==> config.mk <==
export PLATFORM = sky130hd
export DESIGN_NAME = seqgen
export DESIGN_NICKNAME = d
export VERILOG_FILES = /design/src/rtl/seqgen_pkg.sv /design/src/rtl/seqgen_shift_out.sv /design/src/rtl/seqgen.sv
export SDC_FILE = /design/constraint.sdc
export NUM_CORES = 1
export LEC_CHECK = 0
export ABC_AREA = 1
export CORE_MARGIN = 4
export CORE_UTILIZATION = 35
export DETAILED_ROUTE_END_ITERATION = 7
export PLACE_DENSITY = 0.59
export SLEW_MARGIN = 20
export SYNTH_ARGS = -nofsm -noshare
export SYNTH_HDL_FRONTEND = slang
export SYNTH_SLANG_ARGS = --single-unit
==> constraint.sdc <==
create_clock -name clk -period 4.05 [get_ports clk]
set_clock_uncertainty 0.2 [all_clocks]
set_input_delay 0.405 -clock clk [delete_from_list [all_inputs] [get_ports clk]]
set_output_delay 0.405 -clock clk [all_outputs]
set_load 0.05 [all_outputs]
==> src/rtl/seqgen_pkg.sv <==
// seqgen_pkg: shared types, defaults and helpers for the seqgen serial frame
// transmitter.
//   state_t      - transmitter FSM states
//   DEF_SYNC_W   - default sync pattern length
//   DEF_SYNC     - default sync pattern (sent MSB first)
//   DEF_DATA_W   - default payload width
//   max_int      - elaboration-time max used for register sizing
//   even_parity  - parity bit that makes data+parity contain an even number of 1s
package seqgen_pkg;

  typedef enum logic [1:0] {
    ST_IDLE,
    ST_SYNC,
    ST_DATA,
    ST_PAR
  } state_t;

  localparam int DEF_SYNC_W = 6;
  localparam logic [DEF_SYNC_W-1:0] DEF_SYNC = 6'b101010;
  localparam int DEF_DATA_W = 8;

  function automatic int max_int(input int a, input int b);
    return (a > b) ? a : b;
  endfunction

  // Callers zero-extend the payload; the extra zeros do not change the XOR.
  function automatic logic even_parity(input logic [63:0] value);
    return ^value;
  endfunction

endpackage

==> src/rtl/seqgen_shift_out.sv <==
// shift_out: loadable MSB-first shift register with an integrated bit counter.
// The register is loaded left-aligned together with the number of valid bits
// in the field; each shift presents the next bit on msb.
// Ports:
//   clk, rst    - clock, asynchronous active-high reset
//   load        - load load_val/load_len, clear the bit counter
//   shift       - advance one bit
//   load_val    - left-aligned field to send
//   load_len    - number of valid bits in load_val
//   msb         - bit currently presented (registered)
//   last        - msb is the final bit of the loaded field
//   next_last   - one more shift will present the final bit
module shift_out
  import seqgen_pkg::*;
#(
  parameter int W     = 8,
  parameter int CNT_W = 4
) (
  input  logic             clk,
  input  logic             rst,
  input  logic             load,
  input  logic             shift,
  input  logic [W-1:0]     load_val,
  input  logic [CNT_W-1:0] load_len,
  output logic             msb,
  output logic             last,
  output logic             next_last
);

  logic [W-1:0]     sr;
  logic [CNT_W-1:0] cnt;
  logic [CNT_W-1:0] len;

  // Load has priority so a field change never loses its first bit.
  always_ff @(posedge clk or posedge rst) begin
    if (rst) begin
      sr  <= '0;
      cnt <= '0;
      len <= '0;
    end else if (load) begin
      sr  <= load_val;
      cnt <= '0;
      len <= load_len;
    end else if (shift) begin
      sr  <= {sr[W-2:0], 1'b0};
      cnt <= cnt + CNT_W'(1);
    end
  end

  // Compare one bit wider so len values near the counter limit cannot wrap.
  assign last      = ({1'b0, cnt} + (CNT_W+1)'(1)) == {1'b0, len};
  assign next_last = ({1'b0, cnt} + (CNT_W+1)'(2)) == {1'b0, len};
  assign msb       = sr[W-1];

endmodule

==> src/rtl/seqgen.sv <==
// seqgen: serial frame transmitter. On an accepted start it sends the sync
// pattern, then the payload byte, then (optionally) an even-parity bit, one
// bit per clock, MSB first.
// Ports:
//   clk    - clock
//   rst    - asynchronous active-high reset
//   start  - request to send din (accepted in IDLE or in the done cycle)
//   din    - payload, captured on the accepted start edge
//   prtx   - serial data line, 0 when idle
//   txen   - high while prtx carries a frame bit
//   busy   - high from the cycle after acceptance through the last bit
//   done   - one-cycle pulse coincident with the last frame bit
module seqgen
  import seqgen_pkg::*;
#(
  parameter int                SYNC_W = DEF_SYNC_W,
  parameter logic [SYNC_W-1:0] SYNC   = DEF_SYNC,
  parameter int                DATA_W = DEF_DATA_W,
  parameter int                PAR_EN = 1
) (
  input  logic              clk,
  input  logic              rst,
  input  logic              start,
  input  logic [DATA_W-1:0] din,
  output logic              prtx,
  output logic              txen,
  output logic              busy,
  output logic              done
);

  localparam int SR_W  = max_int(SYNC_W, DATA_W);
  localparam int CNT_W = $clog2(SR_W + 1);

  localparam logic [SR_W-1:0] SYNC_VAL = SR_W'(SYNC) << (SR_W - SYNC_W);

  // The state whose last bit ends the frame; done and back-to-back accept key off it.
  localparam state_t FINAL_ST = (PAR_EN != 0) ? ST_PAR : ST_DATA;

  state_t            state;
  state_t            next_state;
  logic [DATA_W-1:0] data_q;
  logic              par_q;
  logic              accept;
  logic              load;
  logic              shift;
  logic [SR_W-1:0]   load_val;
  logic [CNT_W-1:0]  load_len;
  logic              last;
  logic              next_last;
  logic              busy_d;
  logic              done_d;

  // The shift register output is itself a flop, so prtx is glitch-free.
  shift_out #(
    .W     (SR_W),
    .CNT_W (CNT_W)
  ) u_shift (
    .clk       (clk),
    .rst       (rst),
    .load      (load),
    .shift     (shift),
    .load_val  (load_val),
    .load_len  (load_len),
    .msb       (prtx),
    .last      (last),
    .next_last (next_last)
  );

  // Next-state logic. Start is honoured only in IDLE or on the final bit of a
  // frame (the done cycle), which gives gap-free back-to-back frames.
  always_comb begin
    next_state = state;
    accept     = 1'b0;
    shift      = 1'b0;
    unique case (state)
      ST_IDLE: begin
        if (start) begin
          accept     = 1'b1;
          next_state = ST_SYNC;
        end
      end
      ST_SYNC: begin
        if (last) next_state = ST_DATA;
        else      shift      = 1'b1;
      end
      ST_DATA: begin
        if (!last) begin
          shift = 1'b1;
        end else if (PAR_EN != 0) begin
          next_state = ST_PAR;
        end else if (start) begin
          accept     = 1'b1;
          next_state = ST_SYNC;
        end else begin
          next_state = ST_IDLE;
        end
      end
      ST_PAR: begin
        if (start) begin
          accept     = 1'b1;
          next_state = ST_SYNC;
        end else begin
          next_state = ST_IDLE;
        end
      end
      default: next_state = ST_IDLE;
    endcase
  end

  // Every state change reloads the shift register with the next field. Going
  // to IDLE loads zeros so the line rests at 0. The payload is loaded from
  // data_q, which was captured at acceptance, so later din changes are ignored.
  always_comb begin
    load     = 1'b0;
    load_val = '0;
    load_len = '0;
    if (next_state != state || accept) begin
      load = 1'b1;
      unique case (next_state)
        ST_SYNC: begin
          load_val = SYNC_VAL;
          load_len = CNT_W'(SYNC_W);
        end
        ST_DATA: begin
          load_val = SR_W'(data_q) << (SR_W - DATA_W);
          load_len = CNT_W'(DATA_W);
        end
        ST_PAR: begin
          load_val = SR_W'(par_q) << (SR_W - 1);
          load_len = CNT_W'(1);
        end
        default: begin
          load_val = '0;
          load_len = '0;
        end
      endcase
    end
  end

  // Output flags are computed one cycle early so they line up with the bit
  // that the shift register will present after the same edge.
  always_comb begin
    busy_d = (next_state != ST_IDLE);
    done_d = 1'b0;
    if (next_state == FINAL_ST) begin
      done_d = load ? (load_len == CNT_W'(1)) : next_last;
    end
  end

  always_ff @(posedge clk or posedge rst) begin
    if (rst) begin
      state  <= ST_IDLE;
      data_q <= '0;
      par_q  <= 1'b0;
      busy   <= 1'b0;
      txen   <= 1'b0;
      done   <= 1'b0;
    end else begin
      state <= next_state;
      busy  <= busy_d;
      txen  <= busy_d;
      done  <= done_d;
      if (accept) begin
        data_q <= din;
        par_q  <= even_parity(64'(din));
      end
    end
  end

endmodule

Yosys cells after proc, flatten, opt, wreduce, memory -nomap -nowiden
Cells that the tools add are included.
Widths: inputs -> output; s select.
Storage, ports and cells
  bits in registers: 29
  latch bits: 0
  bits in writable memories: 0
  memory bits (read-only): 0
  input bits: 11
  logic and storage cells: 48
  memories: 0
Operators by class
  $add $sub $neg: 3
  multipliers: 0
  divide/modulo/power cells: 0
  order comparisons: 0
  equal/unequal tests: 10
  shift-type cells: 0
  muxes and demuxes: 20
  bitwise gates (word level): 0
  reductions and logical operators: 7
Operator list (number)
  $reduce_xor 64->1: 1
  $mux 8: 3
  $pmux 8 s3: 1
  $mux 4: 3
  $pmux 4 s3: 1
  $eq 5x4->1: 2
  $eq 2x2->1 const B: 4
  $mux 1: 8
  $pmux 2 s4: 1
  $mux 2: 3
  $add 4x1->5 const B: 1
  $add 4x2->5 const B: 1
  $add 4x1->4 const B: 1
  $eq 2x1->1 const B: 2
  $eq 4x1->1 const B: 1
  $reduce_bool 2->1: 2
  $reduce_or 2->1: 2
  $logic_not 2->1: 1
  $ne 2x2->1: 1
  $logic_or 1x1->1: 1

Logic depth before layout (Yosys ltp)
Gate-level depths: netlist of run 1.
  word-level depth: 10
  mapped depth: 19
  depth with buffers taken out: 19

Modules after synthesis
A second synthesis of run 1 with hierarchy kept.
Second synthesis, totals
  cells, all modules: 231
  area total of the unflattened synthesis: 1808.0 um^2
By module, submodules not included
  seqgen: instances 1, cells an instance 125, area each 933.4 um^2, seq. area each 325.3 um^2
  shift_out: instances 1, cells an instance 106, area each 874.6 um^2, seq. area each 400.4 um^2

Worst setup path before layout of run 1
No wires, ideal clock.
  kind: register to register
  start point: reg u_shift.cnt[0]
  end point: reg u_shift.sr[7]
  setup time: 116 ps
  data arrival time: 1995 ps
  path slack: 1739 ps
  stages on the path, launching flop included: 17
  path buffers: 1
  clock period less this slack: 2311 ps
  cell sequence: dfrtp_1 ha_1 nor2_1 nand3_1 nand2_1 nand3_2 nand2_1 nand2_1 nand2_1 nand2_2 nand2_2 nand2_2 nor2_4 nand2_4 buf_6 o21ai_2 inv_1
On the way
  word-level cells in the longest chain between the ends: 8
  elaborated cells on any way between the ends: 17
Ends and longest elaborated chain
  start: declaration: line seqgen_shift_out.sv:31  | logic [CNT_W-1:0] cnt;
  start signal: assignment: line seqgen_shift_out.sv:46  | cnt <= cnt + CNT_W'(1);
  $add 4x1->5 *: line seqgen_shift_out.sv:51  | assign last = ({1'b0, cnt} + (CNT_W+1)'(1)) == {1'b0, len};
  $eq 5x4->1 *: line seqgen_shift_out.sv:51
  $mux 2, on equally long branches: line seqgen.sv:87, seqgen.sv:83
  $pmux 2 s4: line seqgen.sv:75  | unique case (state)
  $eq 2x2->1 (tied with other cells): line seqgen.sv:119  | unique case (next_state)
  $pmux 8 s3 or $logic_or 1x1->1 (tied branches): line seqgen.sv:119, seqgen.sv:117
  $mux 8 or $mux 1 (tied branches): line seqgen.sv:117  | if (next_state != state || accept) begin
  $mux 8 or $reduce_bool 2->1 (tied branches)
  end signal: assignment: line seqgen_shift_out.sv:41  | sr <= load_val;
  end signal: assignment: line seqgen_shift_out.sv:45  | sr <= {sr[W-2:0], 1'b0};
  end: declaration: line seqgen_shift_out.sv:30  | logic [W-1:0] sr;
Every way passes the cells marked *; elsewhere a longest branch is shown, timed or not.
A chain may end at the register's enable or synchronous reset.

Worst setup path after layout of run 1
  start point: reg u_shift.cnt[0]
  end point: reg u_shift.sr[2]
Same word-level chain as after synthesis.

==> flow_metrics.env, run 1 <==
export IMPL_required_ns=4.02
export IMPL_rows=24
export IMPL_pwr_share_clk_pct=11.1
export IMPL_clock_fmax_mhz=386
export IMPL_antenna_found_initial=0
export IMPL_rsz0062_at_grt="no"
export IMPL_placed_area_sq_um=1820
export IMPL_antennaDiodeCount=0
export IMPL_cts_sink_count=28
export IMPL_maxSlewHeadroom_pct=61.3
export IMPL_hold_depth=2
export IMPL_start_util_pct=36.7
export IMPL_post_route_util_pct=42.2
export IMPL_synthCells=218
export IMPL_synth_seq_cells=28
export IMPL_io_pins=15
export IMPL_p_leak_uw=0.000980
export IMPL_period_minus_slack_ns=2.59
export IMPL_ys_seq_area_share_pct=43.0
export IMPL_p_seq_share_pct=28.4
export IMPL_syn_area_per_cell_sq_um=7.48
export IMPL_grt_pass1_wl_mm=5.80
export IMPL_swShare_pct=51.1
export IMPL_critPathLaunchType="register"
export IMPL_die_x_microns=76.3
export IMPL_die_h_microns=76.3
export IMPL_hp_start="data_q[5]"
export IMPL_syn_area_sq_um=1630
export IMPL_nFillCells=471
export IMPL_nets=252
export IMPL_detail_route_antenna_nets=0
export IMPL_p_int_uw=781
export IMPL_cts_buffers_inserted=3
export IMPL_grt_pass1_vias=1329
export IMPL_synth_top_area_cell="dfrtp_1"
export IMPL_clk_path_buf_depth=2
export IMPL_maxCapViolations=0
export IMPL_dp_slack_ns=1.46
export IMPL_grt_start_max_net_pins=29
export IMPL_core_area_sq_um=4440
export IMPL_power_switching_uw=815
export IMPL_reg2reg_depth=19
export IMPL_die_area_sq_um=5810
export IMPL_ctsHoldBuffers=0
export IMPL_synth_top_cells_by_area="dfrtp_1, nand2_1, inv_1"
export IMPL_finalWeightedCongestion=0.803
export IMPL_reg2reg_slack_ns=1.46
export IMPL_crit_reg2reg_launch="u_shift.cnt[0]"
export IMPL_wire_per_inst_microns=11.1
export IMPL_hold_path_class="register to register"
export IMPL_synth_top_area_share_pct=43.0
export IMPL_cts_setup_buffers=0
export IMPL_syn_nets=235
export IMPL_peakVddDrop_v=0.000252
export IMPL_crit_path_max_fanout=18
export IMPL_setup_tns_ns=0
export IMPL_grt_overflow_total=0
export IMPL_root_buffer="clkbuf_8"
export IMPL_synth_distinct_cells=23
export IMPL_hold_end="data_q[5]"
export IMPL_arrival_ns=2.56
export IMPL_clk_pin_slew_ns=0.10
export IMPL_final_layout_size_suffix_gt1_share_pct=8.55
export IMPL_worstSetupEndpointType="register"
export IMPL_wl_mm=3.18
export IMPL_port_buffer_count=14
export IMPL_setup_viol=0
export IMPL_fin_area_sq_um=1880
export IMPL_initialDrtViolationCount=48
export IMPL_slew_violations=0
export IMPL_setup_ws_ns=1.46
export IMPL_dr_total_vias=1313
export IMPL_finalCritPeriodShare_pct=64.0
export IMPL_hpwl_mm=2.48
export IMPL_p_comb_share_pct=60.5
export IMPL_post_cts_resized=0
export IMPL_cts_tree="yes"
export IMPL_syn_to_final_growth_pct=15.0
export IMPL_finalHoldViolations=0
export IMPL_yosysWarnings=0
export IMPL_clock_latency_ns=0.28
export IMPL_holdWs_ns=0.282
export IMPL_status="finished, final reports clean"
export IMPL_avgViaCountPerCell=4.59
export IMPL_drc=0
export IMPL_grt_usage_pct=12.0
export IMPL_max_slew_worst_pin_slew_ns=0.580
export IMPL_dr_pass1_iters=4
export IMPL_reg2reg_to="u_shift.sr[2]"
export IMPL_htree_levels=1
export IMPL_p_per_area_nw_per_um2=851
export IMPL_path_class="register to register"
critical path: stages (launching register included):
cell     delay [ns]
dfrtp_1        0.45
ha_1           0.24
inv_1          0.07
nand2_1        0.07
nand2_1        0.10
nand2_1        0.06
nand2_1        0.07
nand3_2        0.10
nand2_1        0.07
nand2_1        0.04
nand2_1        0.05
nand2_1        0.07
nand2_2        0.12
nand2_1        0.08
nand2_2        0.16
nand2_4        0.17
inv_2          0.12
nand2_2        0.09
nand2_1        0.09
nand2_1        0.06
routing by layer:
metal / up-vias / share of wire (%) / global-route usage [%] / routed length [microns]
li1: 701 / - / - / -
met1: 595 / 49 / 15.5 / 1570
met2: 13 / 47 / 20.0 / 1490
met3: 4 / 2.6 / 2.36 / 84
met4: 0 / 1.1 / 3.80 / 35
met5: - / 0 / 0 / 0
layout by cell type (no fill, tap or decap), drive strengths merged:
| cell type | instances |
|---|---|
| nand2 | 100 |
| buf | 1 |
| a31oi | 1 |
| xnor2 | 7 |
| inv | 22 |
| ha | 6 |
| xor2 | 4 |
| o21ai | 11 |
| nand3 | 17 |
| dfrtp | 28 |
| clkbuf | 4 |
| nor3 | 1 |
| nor2 | 14 |
| a21oi | 4 |
| clkdlybuf4s50 | 14 |
layout make-up:
class                      instances  area [sq um]  share of cell area (%)
timing repair buffer              15           148                    7.87
inverter                          22          82.6                    4.40
multi-input combinational        165           825                    44.0
clock buffer                       4          55.1                    2.94
tap                               52          65.1                    3.47
sequential                        28           701                    37.4
stage by stage:
step	power (uW)	cells
2_1_floorplan	1230	218
3_3_place_gp	1430	282
3_5_place_dp	1440	282
4_1_cts	1620	286
5_1_grt	1780	286
6_report	1600	286
how the worst max path moves through the flow:
stage,slack [ns],cells after the start,start,end
after floorplan,1.74,16,u_shift.cnt[0],u_shift.sr[7]
after global placement,1.49,19,u_shift.cnt[0],u_shift.sr[1]
after detailed placement,1.46,19,u_shift.cnt[0],u_shift.sr[4]
after CTS,1.43,19,u_shift.cnt[0],u_shift.sr[4]
after global routing,1.10,19,u_shift.cnt[0],u_shift.sr[4]
final,1.46,19,u_shift.cnt[0],u_shift.sr[2]
cell usage after synthesis:
cell type	count
a31oi_1	1
nand2_1	93
buf_6	1
o21ai_1	1
nor2_2	1
nor3_1	1
nor2_1	11
inv_1	21
dfrtp_1	28
a21oi_1	4
xor2_1	4
nand2_4	1
clkbuf_1	1
o21ai_0	9
buf_4	1
inv_2	1
nand3_2	2
o21ai_2	1
nand3_1	15
nand2_2	6
nor2_4	2
xnor2_1	7
ha_1	6
kinds of logic (layout without fill, tap and decap cells):
kind of cell / Yosys count / in the layout / share of synthesized area, %
AOI/OAI and AO/OA: 16 / 16 / 5.22
xor gates and xnor gates: 11 / 11 / 5.91
adders and majority gates: 6 / 6 / 4.60
buffers and inverters: 25 / 41 / 6.45
DFF: 28 / 28 / 43.0
and+or+nand+nor: 132 / 132 / 34.8
flip-flops by register name (all words and copies together), names as in the netlist:
| name | cells |
|---|---|
| u_shift.cnt | 4 |
| state | 2 |
| par_q | 1 |
| u_shift.len | 3 |
| data_q | 8 |
| u_shift.sr | 8 |
| done | 1 |
| busy | 1 |
power by group through the flow:
| stage | logic [uW] | registers, uW | clock network, uW |
|---|---|---|---|
| after floorplan | 745 | 487 | 0 |
| after global placement | 971 | 459 | 0 |
| after detailed placement | 979 | 460 | 0 |
| after CTS | 982 | 454 | 180 |
| after global routing | 1120 | 464 | 196 |
| final | 966 | 453 | 177 |
(Power assumes the default switching activity.)
==> run 2: changes to the inputs <==
==> constraint.sdc (replaced) <==
create_clock -name clk -period 2.6 [get_ports clk]
set_clock_uncertainty 0.2 [all_clocks]
set_input_delay 0.26 -clock clk [delete_from_list [all_inputs] [get_ports clk]]
set_output_delay 0.26 -clock clk [all_outputs]
set_load 0.05 [all_outputs]
==> run 2 against run 1 <==
Clock power increased by 53%; global-route usage about the same; count of clock-buffer cells in the layout unchanged; critical path depth decreased by 1; sequential cell count unchanged; total power increased by 69%; die area unchanged.
==> flow_metrics.env, run 2 (same netlist as run 1, synthesis figures left out) <==
export IMPL_syn_to_final_growth_pct=21.6
export IMPL_clock_fmax_mhz=414
export IMPL_final_common_cell="nand2_1"
export IMPL_layout_common_cells="nand2_1, dfrtp_1, inv_1"
export IMPL_top_regs="data_q: 8 flops, u_shift.sr: 8 flops, u_shift.cnt: 4 flops"
export IMPL_die_x_microns=76.3
export IMPL_grt_pass1_vias=1342
export IMPL_io_pins=15
export IMPL_path_class="register to register"
export IMPL_avgViaCountPerCell=4.71
export IMPL_required_ns=2.57
export IMPL_port_buffer_count=14
export IMPL_wl_mm=3.29
export IMPL_maxSlewHeadroom_pct=66.5
export IMPL_worstSetupEndpointType="register"
export IMPL_die_area_sq_um=5810
export IMPL_peakVddDrop_v=0.000481
export IMPL_die_h_microns=76.3
export IMPL_clk_pin_slew_ns=0.10
export IMPL_finalWeightedCongestion=0.875
export IMPL_fin_area_sq_um=1980
export IMPL_nFillCells=452
export IMPL_period_minus_slack_ns=2.41
export IMPL_start_util_pct=36.7
export IMPL_hold_path_class="input pin to async pin"
export IMPL_cts_sink_count=28
export IMPL_clk_path_buf_depth=2
export IMPL_swShare_pct=49.4
export IMPL_wire_per_inst_microns=11.1
export IMPL_power_switching_uw=1330
export IMPL_reg2reg_depth=18
export IMPL_setup_viol=0
export IMPL_antenna_found_initial=0
export IMPL_holdWs_ns=0.144
export IMPL_grt_start_max_net_pins=29
export IMPL_crit_path_max_fanout=12
export IMPL_ctsHoldBuffers=0
export IMPL_drc=0
export IMPL_slew_violations=0
export IMPL_p_leak_uw=0.00102
export IMPL_antennaDiodeCount=0
export IMPL_crit_reg2reg_launch="u_shift.cnt[1]"
export IMPL_pwr_share_clk_pct=10.0
export IMPL_cts_buffers_inserted=3
export IMPL_htree_levels=1
export IMPL_dr_total_vias=1395
export IMPL_hpwl_mm=2.54
export IMPL_grt_usage_pct=12.0
export IMPL_reg2reg_to="u_shift.sr[7]"
export IMPL_grt_overflow_total=0
export IMPL_detail_route_antenna_nets=0
export IMPL_critPathLaunchType="register"
export IMPL_placed_area_sq_um=1870
export IMPL_p_int_uw=1370
export IMPL_finalHoldViolations=0
export IMPL_reg2reg_slack_ns=0.19
export IMPL_finalCritPeriodShare_pct=92.9
export IMPL_status="finished, final reports clean"
export IMPL_rows=24
export IMPL_p_comb_share_pct=63.7
export IMPL_grt_pass1_wl_mm=5.81
export IMPL_dp_slack_ns=0.0593
export IMPL_maxCapViolations=0
export IMPL_p_per_area_nw_per_um2=1360
export IMPL_dr_pass1_iters=5
export IMPL_nets=262
export IMPL_setup_ws_ns=0.186
export IMPL_clock_latency_ns=0.27
export IMPL_final_layout_size_suffix_gt1_share_pct=13.5
export IMPL_max_slew_worst_pin_slew_ns=0.501
export IMPL_initialDrtViolationCount=85
export IMPL_p_seq_share_pct=26.3
export IMPL_root_buffer="clkbuf_8"
export IMPL_core_area_sq_um=4440
export IMPL_arrival_ns=2.39
export IMPL_cts_tree="yes"
[run 2: per-stage QoR]
stage,power (uW),instances,util (%),setup TNS (ns)
3_5_place_dp,2320,288,42.0,0
2_1_floorplan,1920,218,-,0
3_3_place_gp,2310,288,42.0,0
5_1_grt,3010,296,44.6,-0.0103
4_1_cts,2600,292,43.2,0
6_report,2700,296,44.6,0
[run 2: cell type report]
class,instances,area [sq um],share of cell area (%)
Clock buffer,4,55.1,2.78
Inverter,22,82.6,4.16
Multi-Input combinational cell,165,856,43.2
Sequential cell,28,702,35.4
Tap cell,52,65.1,3.28
Timing Repair Buffer,25,223,11.2
[run 2: power by group through the flow]
| stage | Sequential (uW) | Combinational (uW) | Clock, uW |
|---|---|---|---|
| after floorplan | 759 | 1160 | 0 |
| after global placement | 717 | 1600 | 0 |
| after detailed placement | 718 | 1600 | 0 |
| after CTS | 710 | 1610 | 279 |
| after global routing | 735 | 1980 | 298 |
| final | 711 | 1720 | 270 |
[run 2: what timing repair did]
item | 4_1_cts | 5_1_grt
resized for setup | 0 | 6
setup endpoints to repair | 0 | 12
buffers inserted | 0 | 4
[run 2: worst max-delay path by stage]
stage	startpoint	end	depth (start not counted)	slack, ns
2_1_floorplan	u_shift.cnt[0]	u_shift.sr[7]	16	0.29
4_1_cts	u_shift.cnt[1]	u_shift.sr[5]	17	0.03
3_3_place_gp	u_shift.cnt[1]	u_shift.sr[5]	17	0.1
5_1_grt	u_shift.cnt[1]	u_shift.sr[2]	19	-0.006
3_5_place_dp	u_shift.cnt[1]	u_shift.sr[6]	17	0.06
6_report	u_shift.cnt[1]	u_shift.sr[7]	18	0.19
[run 2: metal layers]
layer	GRT usage (%)	part of all wire, %	up-vias
met3	2.36	3.1	4
li1	-	-	727
met4	2.72	0.67	0
met5	0	0	-
met2	20.7	49	18
met1	15.3	47	646
[run 2: critical path, stage by stage (launching register included)]
cell and delay (ns):
dfrtp_2 0.46, ha_2 0.21, nand2_1 0.06, nand2_1 0.07, nand2_1 0.06, nand2_1 0.05, nand2_1 0.07, nand3_2 0.09
nand2_1 0.07, nand2_1 0.06, nand2_2 0.07, nand2_4 0.07, nand2_2 0.07, nand2_2 0.06, nor2_4 0.18, nand2_8 0.10
buf_4 0.17, o21ai_2 0.12, inv_1 0.04
==> run 3: changes to the inputs <==
--- a/config.mk
+++ b/config.mk
@@ -7,9 +7,9 @@
 export LEC_CHECK = 0
 export ABC_AREA = 1
 export CORE_MARGIN = 4
-export CORE_UTILIZATION = 35
+export CORE_UTILIZATION = 38
 export DETAILED_ROUTE_END_ITERATION = 7
-export PLACE_DENSITY = 0.59
+export PLACE_DENSITY = 0.63
 export SLEW_MARGIN = 20
 export SYNTH_ARGS = -nofsm -noshare
 export SYNTH_HDL_FRONTEND = slang
==> run 3 against run 2 <==
Maximum frequency grew 1.0%; total power grew 1.4%; clock power is 2% higher; combinational power is 2% higher; critical path depth is the same; sequential power is essentially flat; worst setup slack improved by 0.024 ns; hold slack better by 0.0027 ns; non-clock buffer count is 1 lower; sequential share of layout area fell by 0.27 points; critical path type unchanged; largest cell class unchanged; highest routed layer unchanged.
==> flow_metrics.env, run 3 (same netlist as run 1, synthesis figures left out) <==
export IMPL_status="finished, final reports clean"
export IMPL_cp_slowest_cell="dfrtp_2"
export IMPL_hpwl_mm=2.49
export IMPL_holdWs_ns=0.146
export IMPL_p_per_area_nw_per_um2=1370
export IMPL_reg2reg_depth=18
export IMPL_max_slew_worst_pin_slew_ns=0.490
export IMPL_dp_slack_ns=0.0386
export IMPL_grt_pass1_vias=1337
export IMPL_hold_path_class="input pin to async pin"
export IMPL_path_buf_inv=2
export IMPL_htree_levels=1
export IMPL_dr_pass1_iters=4
export IMPL_ctsHoldBuffers=0
export IMPL_clk_path_buf_depth=2
export IMPL_maxCapViolations=0
export IMPL_worstSetupEndpointType="register"
export IMPL_antennaDiodeCount=0
export IMPL_setup_ws_ns=0.210
export IMPL_nets=262
export IMPL_critPathLaunchType="register"
export IMPL_die_h_microns=73.5
export IMPL_worstPathCellList="ha_4, nand2_1, inv_1, nand2_1, nand2_1, nand3_2, nand2_1, nand2_1, nand2_1, nand2_2, nand2_2, nand2_2, nor2_4, nand2_8, inv_4, nand2_2, nand2_1, nand2_1"
export IMPL_clk_pin_slew_ns=0.10
export IMPL_grt_overflow_total=0
export IMPL_dr_total_vias=1356
export IMPL_detail_route_antenna_nets=0
export IMPL_root_buffer="clkbuf_8"
export IMPL_finalCritPeriodShare_pct=91.9
export IMPL_antenna_found_initial=0
export IMPL_syn_to_final_growth_pct=22.6
export IMPL_cts_tree="yes"
export IMPL_clock_fmax_mhz=418
export IMPL_grt_usage_pct=13.4
export IMPL_arrival_ns=2.36
export IMPL_crit_top_cell="nand2_1"
export IMPL_finalHoldViolations=0
export IMPL_layout_common_cells="nand2_1, dfrtp_1, inv_1"
export IMPL_wl_mm=3.35
export IMPL_final_common_cell="nand2_1"
export IMPL_p_leak_uw=0.00102
export IMPL_slew_violations=0
export IMPL_grt_pass1_wl_mm=5.65
export IMPL_initialDrtViolationCount=41
export IMPL_grt_start_max_net_pins=29
export IMPL_maxSlewHeadroom_pct=67.2
export IMPL_die_x_microns=73.5
export IMPL_peakVddDrop_v=0.000444
export IMPL_die_area_sq_um=5400
export IMPL_top_regs="data_q: 8 flops, u_shift.sr: 8 flops, u_shift.cnt: 4 flops"
export IMPL_required_ns=2.57
export IMPL_start_util_pct=39.9
export IMPL_setup_viol=0
export IMPL_post_route_util_pct=48.9
export IMPL_cts_buffers_inserted=3
export IMPL_crit_path_max_fanout=8
export IMPL_cts_sink_count=28
export IMPL_rows=23
export IMPL_crit_cells=18
export IMPL_core_area_sq_um=4090
export IMPL_port_buffer_count=14
export IMPL_nFillCells=432
export IMPL_path_class="register to register"
export IMPL_io_pins=15
export IMPL_crit_family="simple AND/OR/NAND/NOR gates"
export IMPL_final_layout_size_suffix_gt1_share_pct=13.9
export IMPL_max_stage_delay_ns=0.46
export IMPL_avgViaCountPerCell=4.61
export IMPL_clock_latency_ns=0.28
export IMPL_drc=0
export IMPL_wire_per_inst_microns=11.4
export IMPL_period_minus_slack_ns=2.39
export IMPL_finalWeightedCongestion=0.788
-- run 3: what timing repair did --
item / in CTS / in global routing
setup buffers: 0 / 4
setup endpoints to repair: 0 / 12
gates resized for setup: 0 / 9
-- run 3: power by group --
| part | leakage, uW | internal, uW | switching (uW) |
|---|---|---|---|
| Sequential | 0.000357 | 612 | 96.8 |
| Clock | 0.0000288 | 136 | 139 |
| Combinational | 0.000636 | 618 | 1140 |
-- run 3: area by class of cell --
class / count / area, sq um / area share (%)
clock buffers: 4 / 55.1 / 2.76
inverters: 22 / 85.1 / 4.26
multi-input cells: 166 / 875 / 43.8
flip-flops and latches: 28 / 702 / 35.1
well taps: 50 / 62.6 / 3.13
repair buffers: 24 / 219 / 11.0
-- run 3: stage by stage --
step / power (uW) / cell area [sq um] / setup TNS (ns) / instances
floorplan: 1920 / 1630 / 0 / 218
finish: 2740 / 2000 / 0 / 294
CTS: 2590 / 1910 / 0 / 289
detailed placement: 2300 / 1860 / 0 / 285
global placement: 2290 / 1860 / 0 / 285
global route: 3010 / 2000 / -0.00717 / 294
-- run 3: worst register-to-register path, stage by stage (launching register included) --
cell and delay [ns]:
dfrtp_2 0.46, ha_4 0.29, nand2_1 0.05, inv_1 0.05
nand2_1 0.04, nand2_1 0.07, nand3_2 0.11, nand2_1 0.07
nand2_1 0.04, nand2_1 0.06, nand2_2 0.08, nand2_2 0.07
nand2_2 0.06, nor2_4 0.23, nand2_8 0.11, inv_4 0.08
nand2_2 0.08, nand2_1 0.09, nand2_1 0.06
-- run 3: final timing paths --
path / from / end / slack (ns)
worst max-delay path: u_shift.cnt[1] / u_shift.sr[3] / 0.21
worst min-delay path: rst / busy / 0.15
worst max register to register: u_shift.cnt[1] / u_shift.sr[3] / 0.21
worst min register to register: u_shift.sr[6] / u_shift.sr[6] / 0.29
max in group asynchronous: rst / u_shift.cnt[1] / 1.76
min in group clk: u_shift.sr[6] / u_shift.sr[6] / 0.29
-- run 3: metal layers --
metal / vias to the layer above / share of wire (%) / track usage (%) / wire (microns)
li1: 726 / - / - / -
met1: 602 / 47 / 17.0 / 1570
met2: 23 / 48 / 22.7 / 1620
met3: 5 / 3.4 / 2.19 / 113
met4: 0 / 1.4 / 4.83 / 48
met5: - / 0 / 0 / 0
